--- config.mk ---
export PLATFORM = sky130hd
export DESIGN_NAME = mux_rr_n
export DESIGN_NICKNAME = d
export VERILOG_FILES = /design/src/rtl/mux_pkg.sv /design/src/rtl/mux_rr_n_rr_arbiter.sv /design/src/rtl/mux_rr_n.sv
export SDC_FILE = /design/constraint.sdc
export NUM_CORES = 1
export LEC_CHECK = 0
export CAP_MARGIN = 10
export CORE_ASPECT_RATIO = 0.9
export CORE_MARGIN = 1
export CORE_UTILIZATION = 33
export DETAILED_ROUTE_END_ITERATION = 6
export PLACE_DENSITY = 0.81
export SLEW_MARGIN = 10
export SYNTH_ARGS = -nofsm -noshare
export SYNTH_HDL_FRONTEND = slang
export SYNTH_HIERARCHICAL = 1
export SYNTH_SLANG_ARGS = --single-unit
--- constraint.sdc ---
create_clock -name clk -period 3.09 [get_ports clk]
set_input_delay 0.618 -clock clk [delete_from_list [all_inputs] [get_ports clk]]
set_output_delay 0.618 -clock clk [all_outputs]
set_load 0.005 [all_outputs]
--- src/rtl/mux_pkg.sv ---
// Shared constants and helpers for the N-to-1 round-robin / direct multiplexer.
package mux_pkg;

  localparam logic MODE_DIRECT  = 1'b0;
  localparam logic MODE_RR      = 1'b1;
  localparam int   MAX_CHANNELS = 8;

  // Index width needed to address v channels; never narrower than one bit.
  function automatic int clog2(input int v);
    int r;
    r = 0;
    while ((1 << r) < v) r++;
    return (r < 1) ? 1 : r;
  endfunction

endpackage

--- src/rtl/mux_rr_n_rr_arbiter.sv ---
// Combinational round-robin arbiter: first requester after ptr, scanning upward
// with wrap-around.
module rr_arbiter
  import mux_pkg::*;
#(
  parameter int NChannels = 4,
  parameter int IdxW      = clog2(NChannels)
) (
  input  logic [NChannels-1:0] req,
  input  logic [IdxW-1:0]      ptr,
  output logic [NChannels-1:0] grant,
  output logic [IdxW-1:0]      idx
);

  logic found;

  always_comb begin
    grant = '0;
    idx   = '0;
    found = 1'b0;
    for (int k = 1; k <= NChannels; k++) begin
      for (int j = 0; j < NChannels; j++) begin
        if (!found && (j == (int'(ptr) + k) % NChannels) && req[j]) begin
          found    = 1'b1;
          grant[j] = 1'b1;
          idx      = IdxW'(j);
        end
      end
    end
  end

endmodule

--- src/rtl/mux_rr_n.sv ---
// Registered N-to-1 mux with direct or round-robin selection and valid/ready output.
// Optional MUX_RR_XFER_COUNT_EN adds a saturating count of accepted output words.
module mux_rr_n
  import mux_pkg::*;
#(
  parameter int NBits     = 32,
  parameter int NChannels = 4,
  parameter int SelBits   = 3
) (
  input  logic                     clk,
  input  logic                     reset,
  input  logic [NChannels*NBits-1:0] Data,
  input  logic [NChannels-1:0]     req,
  input  logic [SelBits-1:0]       Selector,
  input  logic                     Mode,
  input  logic                     out_ready,
  output logic [NChannels-1:0]     in_ack,
  output logic [NBits-1:0]         OUT,
  output logic                     out_valid,
  output logic                     sel_error
`ifdef MUX_RR_XFER_COUNT_EN
  ,
  output logic [15:0]              xfer_count
`endif
);

  localparam int IdxW = clog2(NChannels);
  localparam int SelN = 1 << SelBits;

  generate
    if (NChannels < 2 || NChannels > MAX_CHANNELS)
      $error("mux_rr_n: NChannels must be in 2..%0d", MAX_CHANNELS);
    if (SelN < NChannels)
      $error("mux_rr_n: SelBits too narrow for NChannels");
  endgenerate

  logic [IdxW-1:0]      ptr_p1;
  logic [NBits-1:0]     out_p1;
  logic                 vld_p1;
  logic                 err_p1;

  logic                 load;
  logic                 sel_ok;
  logic [SelN-1:0]      req_pad;
  logic                 dir_hit;
  logic [NChannels-1:0] dir_grant;
  logic [NChannels-1:0] rr_grant;
  logic [IdxW-1:0]      rr_idx;
  logic [NChannels-1:0] win_grant;
  logic                 has_win;
  logic [NBits-1:0]     sel_data;

  rr_arbiter #(
    .NChannels (NChannels),
    .IdxW      (IdxW)
  ) u_arb (
    .req   (req),
    .ptr   (ptr_p1),
    .grant (rr_grant),
    .idx   (rr_idx)
  );

  // Stage p0: winner selection and handshake, all combinational.
  assign load    = !vld_p1 || out_ready;
  assign sel_ok  = int'(Selector) < NChannels;
  assign req_pad = SelN'(req);
  assign dir_hit = sel_ok && req_pad[Selector];

  always_comb begin
    dir_grant = '0;
    for (int j = 0; j < NChannels; j++) begin
      dir_grant[j] = dir_hit && (int'(Selector) == j);
    end
  end

  assign win_grant = (Mode == MODE_RR) ? rr_grant : dir_grant;
  assign has_win   = |win_grant;

  // Held low during reset so no channel believes it was consumed.
  assign in_ack = (reset && load) ? win_grant : '0;

  always_comb begin
    sel_data = '0;
    for (int j = 0; j < NChannels; j++) begin
      if (win_grant[j]) sel_data = sel_data | Data[j*NBits +: NBits];
    end
  end

  // Stage p1: output register, pointer and error pulse.
  always_ff @(posedge clk or negedge reset) begin
    if (!reset) begin
      out_p1 <= '0;
      vld_p1 <= 1'b0;
      err_p1 <= 1'b0;
      ptr_p1 <= IdxW'(NChannels - 1);
    end else begin
      err_p1 <= (Mode == MODE_DIRECT) && !sel_ok && (|req);
      if (load) begin
        vld_p1 <= has_win;
        if (has_win) out_p1 <= sel_data;
        if (has_win && Mode == MODE_RR) ptr_p1 <= rr_idx;
      end
    end
  end

  assign OUT       = out_p1;
  assign out_valid = vld_p1;
  assign sel_error = err_p1;

`ifdef MUX_RR_XFER_COUNT_EN
  logic [15:0] cnt_p1;

  always_ff @(posedge clk or negedge reset) begin
    if (!reset) begin
      cnt_p1 <= '0;
    end else if (vld_p1 && out_ready && cnt_p1 != 16'hFFFF) begin
      cnt_p1 <= cnt_p1 + 16'd1;
    end
  end

  assign xfer_count = cnt_p1;
`endif

endmodule

* After elaboration in Yosys (flattened, before gate mapping) *
Cells that the tools add are included.

word-level totals
  output and inout bits = 38
  bits in registers = 36
  input port bits = 139
  logic and storage cells = 157

cells by class
  equality and inequality tests = 15
  reductions and logical operators = 71
  add/subtract/negate cells = 4
  mux-type cells = 53
  bitwise operators = 8
  order comparisons = 2

operators by type and width
  cell                   count
  $logic_not A32 Y1      4
  $mux W32               4
  $or A32 B32 Y32        3
  $logic_and A1 B1 Y1    40
  $mux W1                32
  $mux W2                14
  $eq A3 B3 Y1 const A   8
  $logic_not A1 Y1       17
  $eq A2 B3 Y1 const A   4
  $mux W4                2
  $reduce_or A2 Y1       4
  $reduce_or A4 Y1       2
  $eq A3 B3 Y1 const B   2
  $add A2 B1 Y2 const B  2
  $add A2 B2 Y2 const B  2
  $and A1 B1 Y1 const A  4
  $lt A3 B4 Y1 const B   1
  $reduce_and A2 Y1      2
  $bmux W1 S3            1
  $eq A3 B2 Y1 const B   1
  $logic_not A3 Y1       1
  $lt A3 B3 Y1 const B   1
  $logic_or A1 B1 Y1     1
  $not A1 Y1             1

* Longest topological paths before layout *
Gate-level depths: netlist (run 1).

  word-level depth = 74
  depth in mapped cells = 11
  depth with buffers taken out = 8

* Hierarchy *
Netlist (run 1), hierarchy kept.

modules (own cells, without submodules)
  module      instances  cells an instance  sequential area each (µm²)  area an instance (µm²)
  mux_rr_n    1          211                903.4                       2,034.5
  rr_arbiter  1          29                 0.0                         188.9

* Worst setup path after synthesis (run 1) *
OpenSTA, ideal clock, no wires.

  kind = input-to-output
  start point = input req[3]
  end point = output in_ack[3]
  arrival = 1,848 ps
  stages = 7
  buffers on the path = 2
  data required time = 2,472 ps
  slack = 624 ps
  path through = clkbuf_2 inv_1 o32ai_1 nand2_1 o21ai_1 clkbuf_1 nor2b_1

on the way
  cells in the longest elaborated chain, start to end = 52
  elaborated cells between the ends (all ways) = 59
  those cells by class = mux (20); reduce/logical (39)

ends and longest elaborated chain
  element                            line                       source
  from (decl)                        mux_rr_n.sv:13             input logic [NChannels-1:0] req,
  $logic_and A1 B1 Y1                mux_rr_n_rr_arbiter.sv:23  if (!found && (j == (int'(ptr) + k) % NChannels) && req[j]) begin
  $mux W1                            mux_rr_n_rr_arbiter.sv:23
  $logic_not A1 Y1                   mux_rr_n_rr_arbiter.sv:23
  $logic_and A1 B1 Y1 (2 in series)  mux_rr_n_rr_arbiter.sv:23
  $mux W1                            mux_rr_n_rr_arbiter.sv:23
  $logic_not A1 Y1                   mux_rr_n_rr_arbiter.sv:23
  $logic_and A1 B1 Y1 (2 in series)  mux_rr_n_rr_arbiter.sv:23
  $mux W1                            mux_rr_n_rr_arbiter.sv:23
  [... 33 more ...]                  --
  $logic_and A1 B1 Y1 (2 in series)  mux_rr_n_rr_arbiter.sv:23
  $mux W1                            mux_rr_n_rr_arbiter.sv:23
  $logic_not A1 Y1                   mux_rr_n_rr_arbiter.sv:23
  $logic_and A1 B1 Y1 (2 in series)  mux_rr_n_rr_arbiter.sv:23
  $mux W1 (*)                        mux_rr_n_rr_arbiter.sv:23
  via rr_grant[3]                    mux_rr_n.sv:47             logic [NChannels-1:0] rr_grant;
  $mux W4 (*)                        mux_rr_n.sv:76             assign win_grant = (Mode == MODE_RR) ? rr_grant : dir_grant;
  $mux W4 (*)                        mux_rr_n.sv:80             assign in_ack = (reset && load) ? win_grant : '0;
  to (decl)                          mux_rr_n.sv:17             output logic [NChannels-1:0] in_ack,

The timed path passes the listed nets; every way through them passes the cells marked *. The select of a mux whose other input is x is not followed.

* Worst setup path in the final report (run 1) *
  start point = input req[2]
  end point = output in_ack[3]

on the way
  cells in the longest elaborated chain, start to end = 56
  elaborated cells between the ends (all ways) = 63
  those cells by class = mux (21); reduce/logical (42)

ends and longest elaborated chain
  element                            line
  $logic_and A1 B1 Y1                mux_rr_n_rr_arbiter.sv:23
  $mux W1                            mux_rr_n_rr_arbiter.sv:23
  $logic_not A1 Y1                   mux_rr_n_rr_arbiter.sv:23
  $logic_and A1 B1 Y1 (2 in series)  mux_rr_n_rr_arbiter.sv:23
  $mux W1                            mux_rr_n_rr_arbiter.sv:23
  $logic_not A1 Y1                   mux_rr_n_rr_arbiter.sv:23
  $logic_and A1 B1 Y1 (2 in series)  mux_rr_n_rr_arbiter.sv:23
  $mux W1                            mux_rr_n_rr_arbiter.sv:23
  [... 37 more ...]                  --
  $logic_and A1 B1 Y1 (2 in series)  mux_rr_n_rr_arbiter.sv:23
  $mux W1                            mux_rr_n_rr_arbiter.sv:23
  $logic_not A1 Y1                   mux_rr_n_rr_arbiter.sv:23
  $logic_and A1 B1 Y1 (2 in series)  mux_rr_n_rr_arbiter.sv:23
  $mux W1 (*)                        mux_rr_n_rr_arbiter.sv:23
  via rr_grant[3]                    mux_rr_n.sv:47
  $mux W4 (*)                        mux_rr_n.sv:76
  $mux W4 (*)                        mux_rr_n.sv:80

Marked as above.

==> run_results.csv, run 1 <==
group,metric,value,unit
setup_path,cp-endpoint,"in_ack[3]",
floorplan,fp.dieArea,7070,um2
global_route,grt.overflow.total,0,
layout,final_common_cell,"clkdlybuf4s50_1",
sta,final-hold-violation-count,0,
yosys,synth_ff_type,"dfrtp_1",
route,vias,2684,
job,drv_cap,0,
cts,cts.sinks,36,
setup_path,worst-path-buf-inv,3,
floorplan,die_x,88.5,um
floorplan,pin_count,177,
route,route.detailed.drc,0,
worst_hold_path,hold_class,"input pin to asynchronous set/reset pin",
global_route,grt_use_total,23.0,%
setup_path,slowest_stage,"clkdlybuf4s50_1",
cts,cts_setup_buffers,0,
layout,seqCellArea,903,um2
yosys,syn-cell-area,2220,um2
sta,worst_pin_slew,0.471,ns
sta,setup_viol,0,
yosys,ys_seq_elements,36,
setup_path,cp-startpoint,"req[2]",
setup_path,timing.critical_path.cells,"clkdlybuf4s50_1, buf_4, o32ai_1, nand2_1, o21ai_2, nor2b_2, clkdlybuf4s50_1",
route,drt_iter0_drc,91,
layout,n_antenna_cell,0,
yosys,synth_cell_types,36,
setup_path,rrSetupSlack,0.58,ns
placed_design,port_buffers,176,
yosys,synth_nets,379,
layout,multi_input_area,1150,um2
outcome,status,"finished, final reports clean",
yosys,ys_seq_area_share,40.6,%
setup_path,path_class,"input pin to primary output",
yosys,synth_edf_count,0,
floorplan,core_area,6320,um2
pwr,p_leak,0.00160,uW
sta,post-route-min-period,3.06,ns
layout,fin_nets,556,
setup_path,startpoint_type,"input pin",
pwr,cellPowerDensity,664,nW/um2
setup_path,worst_r2r_endpoint,"OUT[26]",
layout,drive_gt1_share,9.81,%
setup_path,cp_data_arrival_time,2.44,ns
global_route,grt_pass1_vias,2697,
sta,period_share,99.0,%
sta,max_freq,327,MHz
global_route,grt_max_degree,37,
route,wire_per_inst,16.5,um
cts,clockBufferDepth,2,
cts,cts_made_buffers,5,
floorplan,initial_core_util,35.2,%
cts,clockRootBuffer,"clkbuf_8",
setup_path,crit_path_end_kind,"primary output",
route,wl,8320,um
cts,cts_tree,"done",
layout,final_cell_mix,"clkdlybuf4s50_1 (172), a22oi_1 (64), nor2_1 (39)",
setup_path,crit_path_max_fanout,6,
placed_design,place_congestion,0.900,
layout,fillerInstances,519,
setup_path,critical-path-max-stage-delay,0.52,ns
yosys,yosys_warnings,6,
global_route,antenna_found_initial,0,
sta,tns,0,ns
pwr,ir_drop,0.268,mV
sta,hold_slack,0.404,ns
global_route,grt_pass1_wl,12400,um
route,dr.pass1.iters,4,
placed_design,dp_hpwl,6390,um
layout,finish.utilization,66.2,%
setup_path,path_depth,7,
sta,grt_setup_unrepaired,"no",
setup_path,required,2.47,ns
yosys,synthCells,240,
yosys,synth_area_per_cell,9.26,um2
yosys,synth-async-reset-ratio,100,%
cts,clk_latency,0.29,ns
sta,finClkSkew,0.00969,ns
setup_path,reg2reg_from,"ptr_p1[0]",
route,viasPerCell,5.31,
floorplan,die_h,79.9,um
layout,area_delta_synth_final,88.2,%
setup_path,r2r_cells,10,
route,antenna_left,0,
setup_path,crit_path_frequent_cell,"clkdlybuf4s50_1",
cts,htreeDepth,2,
floorplan,placementRows,27,
sta,slew_violations,0,
cts,cts.clk_slew.worst_paths,0.08,ns
setup_path,critical-path-top-delay-family,"buffers and inverters",
sta,relSlewSlack,68.6,%
-- cells in the mapped netlist (all sizes together), types with 2 or more instances --
| library cell | number | area share [%] |
|---|---|---|
| mux2 | 2 | 1.0 |
| inv | 3 | 0.51 |
| a31oi | 32 | 9.0 |
| a21oi | 3 | 0.84 |
| clkbuf | 13 | 2.3 |
| dfstp | 2 | 2.4 |
| and2b | 2 | 0.79 |
| dfrtp | 34 | 38 |
| nor2b | 5 | 1.4 |
| buf | 11 | 5.1 |
| o21ai | 3 | 0.68 |
| nand2 | 9 | 1.5 |
| a32o | 2 | 0.90 |
| nor2 | 39 | 6.6 |
| nor4 | 2 | 0.56 |
| nand2b | 3 | 1.2 |
| a22oi | 64 | 22 |
-- logic make-up after synthesis --
logic type / share of synthesized area (%)
AOI/OAI and AO/OA: 37.7
buffers and inverters: 7.88
DFF: 40.6
muxes: 1.01
and+or+nand+nor: 12.8
-- timing repair --
action                     4_1_cts  5_1_grt
setup endpoints to repair        4        4
hold endpoints to repair         0        0
pin swaps                        1        0
resized for setup                3        2
hold buffers                     0        0
-- registers in the layout (all words and copies together), names as in the netlist --
name and cells:
OUT 32, ptr_p1 2, out_valid 1, sel_error 1
-- worst register-to-register path, delay by kind of cell, from the launching register on --
family,cells,cell delay (ns)
compound gates,5,0.81
buf+inv,2,0.67
flops,1,0.60
simple gates,3,0.36
-- cell type report --
| type | count | share of cell area [%] |
|---|---|---|
| clock buffers | 5 | 1.64 |
| clock inverters | 3 | 1.02 |
| inverters | 3 | 0.269 |
| multi-input cells | 177 | 27.6 |
| flip-flops and latches | 36 | 21.6 |
| well taps | 87 | 2.60 |
| repair buffers | 194 | 45.3 |
-- worst min path at each step --
stage	start	endpoint	slack (ns)	depth (start not counted)
2_1_floorplan	reset	OUT[0]	0.32	0
3_3_place_gp	OUT[16]	OUT[16]	0.53	2
3_5_place_dp	OUT[22]	OUT[22]	0.54	2
4_1_cts	reset	OUT[31]	0.41	2
5_1_grt	reset	OUT[19]	0.44	2
6_report	reset	OUT[1]	0.40	2
-- metrics by stage --
| stage | cell area (um2) | cells | worst slack [ns] | total power [uW] |
|---|---|---|---|---|
| floorplan | 2220 | 240 | 0.624 | 1600 |
| global placement | 4070 | 497 | 0.0180 | 2330 |
| detailed placement | 4070 | 497 | -0.0303 | 2380 |
| CTS | 4180 | 505 | 0.00212 | 2800 |
| global route | 4180 | 505 | 0.00215 | 2980 |
| finish | 4180 | 505 | 0.0322 | 2780 |
-- routing by layer --
layer / GRT usage, % / vias to the layer above / routed length (um)
met1: 24.1 / 1253 / 3150
li1: - / 1291 / -
met5: 0 / - / 0
met4: 6.45 / 0 / 137
met3: 7.65 / 15 / 744
met2: 43.0 / 125 / 4290
-- power by group --
part,leakage (uW),switching (uW),total [uW],internal (uW)
clock,0.0000541,182,421,239
combinational,0.00113,619,1480,864
sequential,0.000417,152,875,724
Power figures use the tool's default switching activity.
==> run 2: changes to the inputs <==
DONT_BUFFER_PORTS = 1   (was default)
PLACE_DENSITY = default   (was 0.81)
==> run 2 against run 1 <==
- total power shrank 26%
- combinational power is 49% lower
- sequential share of layout area is 17 points higher
- maximum frequency grew 16%
- critical path type is now flip-flop to primary output
==> run_results.csv, run 2 (same netlist as run 1, synthesis figures left out) <==
group,metric,value,unit
floorplan,fp.dieArea,7070,um2
layout,drive_gt1_share,12.8,%
route,route.detailed.drc,0,
setup_path,crit_path_max_fanout,17,
sta,slew_violations,0,
cts,htreeDepth,2,
sta,setup_viol,0,
layout,final_area,2350,um2
pwr,p_sw,810,uW
pwr,power_frac_clock,16.8,%
placed_design,port_buffers,0,
cts,cts_tree,"done",
placed_design,place_congestion,0.751,
sta,period_share,85.3,%
global_route,top_usage_layer,"met2",
cts,cts.sinks,36,
pwr,p_sw_share,39.5,%
sta,final-hold-violation-count,0,
setup_path,critical-path-max-stage-delay,0.63,ns
sta,hold_slack,0.0254,ns
setup_path,r2r_cells,9,
global_route,antenna_found_initial,0,
route,wl,6060,um
worst_hold_path,hold_class,"input pin to asynchronous set/reset pin",
setup_path,required,2.47,ns
layout,largest_reg_flops,32,
floorplan,die_x,88.5,um
pwr,p_leak,0.000849,uW
layout,fin_nets,373,
floorplan,core_area,6320,um2
global_route,grt.met1_usage,17.0,%
setup_path,crit_path_end_kind,"primary output",
setup_path,rrSetupSlack,0.68,ns
global_route,grt_pass1_wl,8630,um
route,antenna_left,0,
layout,final_cell_mix,"a22oi_1 (64), nor2_1 (39), dfrtp_1 (34)",
route,vias,1982,
route,drt_iter0_drc,112,
outcome,status,"finished, final reports clean",
sta,grt_setup_unrepaired,"no",
setup_path,worst_r2r_endpoint,"OUT[30]",
sta,tns,0,ns
global_route,grt_use_total,16.1,%
sta,worst_pin_slew,0.303,ns
pwr,p_int,1240,uW
sta,post-route-min-period,2.64,ns
floorplan,initial_core_util,35.2,%
layout,final_common_cell,"a22oi_1",
cts,clockBufferDepth,2,
route,wire_per_inst,18.8,um
cts,clk_latency,0.28,ns
route,viasPerCell,6.16,
layout,seqCellArea,903,um2
global_route,grt_use_met2,30.8,%
pwr,share_seq_of_total_power,46.3,%
pwr,power_frac_comb,36.9,%
placed_design,dp_hpwl,4620,um
layout,multi_input_area,1150,um2
layout,area_delta_synth_final,5.74,%
pwr,ir_drop,0.291,mV
setup_path,slowest_stage,"dfstp_2",
floorplan,placementRows,27,
layout,n_antenna_cell,0,
job,drv_cap,0,
floorplan,pin_count,177,
sta,max_freq,379,MHz
setup_path,reg2reg_from,"ptr_p1[1]",
placed_design,place_area,2250,um2
floorplan,die_h,79.9,um
global_route,use_met3,4.14,%
sta,finClkSkew,0.00432,ns
setup_path,cp_data_arrival_time,2.02,ns
global_route,grt_pass1_vias,1775,
route,dr.pass1.iters,5,
setup_path,path_class,"flip-flop to primary output",
cts,clockRootBuffer,"clkbuf_8",
cts,cts_made_buffers,5,
setup_path,startpoint_type,"flip-flop",
cts,cts.clk_slew.worst_paths,0.07,ns
layout,fillerInstances,622,
pwr,cellPowerDensity,872,nW/um2
cts,cts_setup_buffers,0,
global_route,grt_max_degree,38,
global_route,grt.overflow.total,0,
setup_path,timing.critical_path.cells,"inv_2, a211oi_1, o31a_1, a32o_1, buf_4, nor2b_1",
sta,relSlewSlack,79.8,%
==> run 2: how the worst max path moves through the flow <==
| stage | startpoint | end | slack, ns | cells past startpoint |
|---|---|---|---|---|
| global placement | ptr_p1[1] | OUT[29] | 0.75 | 9 |
| CTS | ptr_p1[1] | in_ack[1] | 0.45 | 6 |
| global route | ptr_p1[1] | in_ack[1] | 0.29 | 6 |
| finish | ptr_p1[1] | in_ack[1] | 0.45 | 6 |
| detailed placement | ptr_p1[1] | OUT[30] | 0.68 | 9 |
| floorplan | req[3] | in_ack[3] | 0.62 | 7 |
==> run 2: repair_timing <==
| item | in CTS | in global routing |
|---|---|---|
| gates resized for setup | 0 | 0 |
| setup endpoints to repair | 0 | 0 |
| hold buffers | 0 | 1 |
| endpoints found under the hold margin | 0 | 5 |
==> run 2: worst max-delay path: cells and delay by family, from the launching register on <==
kind	cells	cell delay, ns
flip-flops	1	0.63
AO/OA/AOI/OAI	3	0.57
AND/OR/NAND/NOR	1	0.20
buffers and inverters	2	0.33
==> run 2: power groups by stage <==
stage / Sequential [uW] / Combinational (uW) / Clock (uW)
floorplan: 874 / 721 / 0
global placement: 959 / 734 / 0
detailed placement: 961 / 759 / 0
CTS: 955 / 757 / 365
global route: 985 / 858 / 387
finish: 949 / 756 / 345
==> run 2: per-layer routing <==
layer  share of wire (%)  vias up
met5                   0        -
li1                    -      921
met3                 9.8        2
met1                  39      932
met4                0.59        0
met2                  51      127
==> run 2: layout make-up <==
| class | count | area share, % |
|---|---|---|
| clock buffer | 6 | 3.51 |
| clock inverter | 2 | 0.426 |
| inverter | 3 | 0.479 |
| multi-input combinational | 177 | 48.9 |
| sequential | 36 | 38.4 |
| tap | 87 | 4.63 |
| timing repair buffer | 11 | 3.62 |
==> run 2: stage by stage <==
| stage | util (%) | power (uW) | instances | worst slack, ns |
|---|---|---|---|---|
| floorplan | - | 1600 | 240 | 0.624 |
| CTS | 37.1 | 2080 | 321 | 0.449 |
| detailed placement | 35.6 | 1720 | 313 | 0.683 |
| global route | 37.2 | 2230 | 322 | 0.290 |
| finish | 37.2 | 2050 | 322 | 0.453 |
| global placement | 35.6 | 1690 | 313 | 0.748 |
==> run 3: changes to the inputs <==
RECOVER_POWER = 50   (was default)
==> results of run 3 <==
The final DEF is identical to that of run 2; final timing and power are the same.
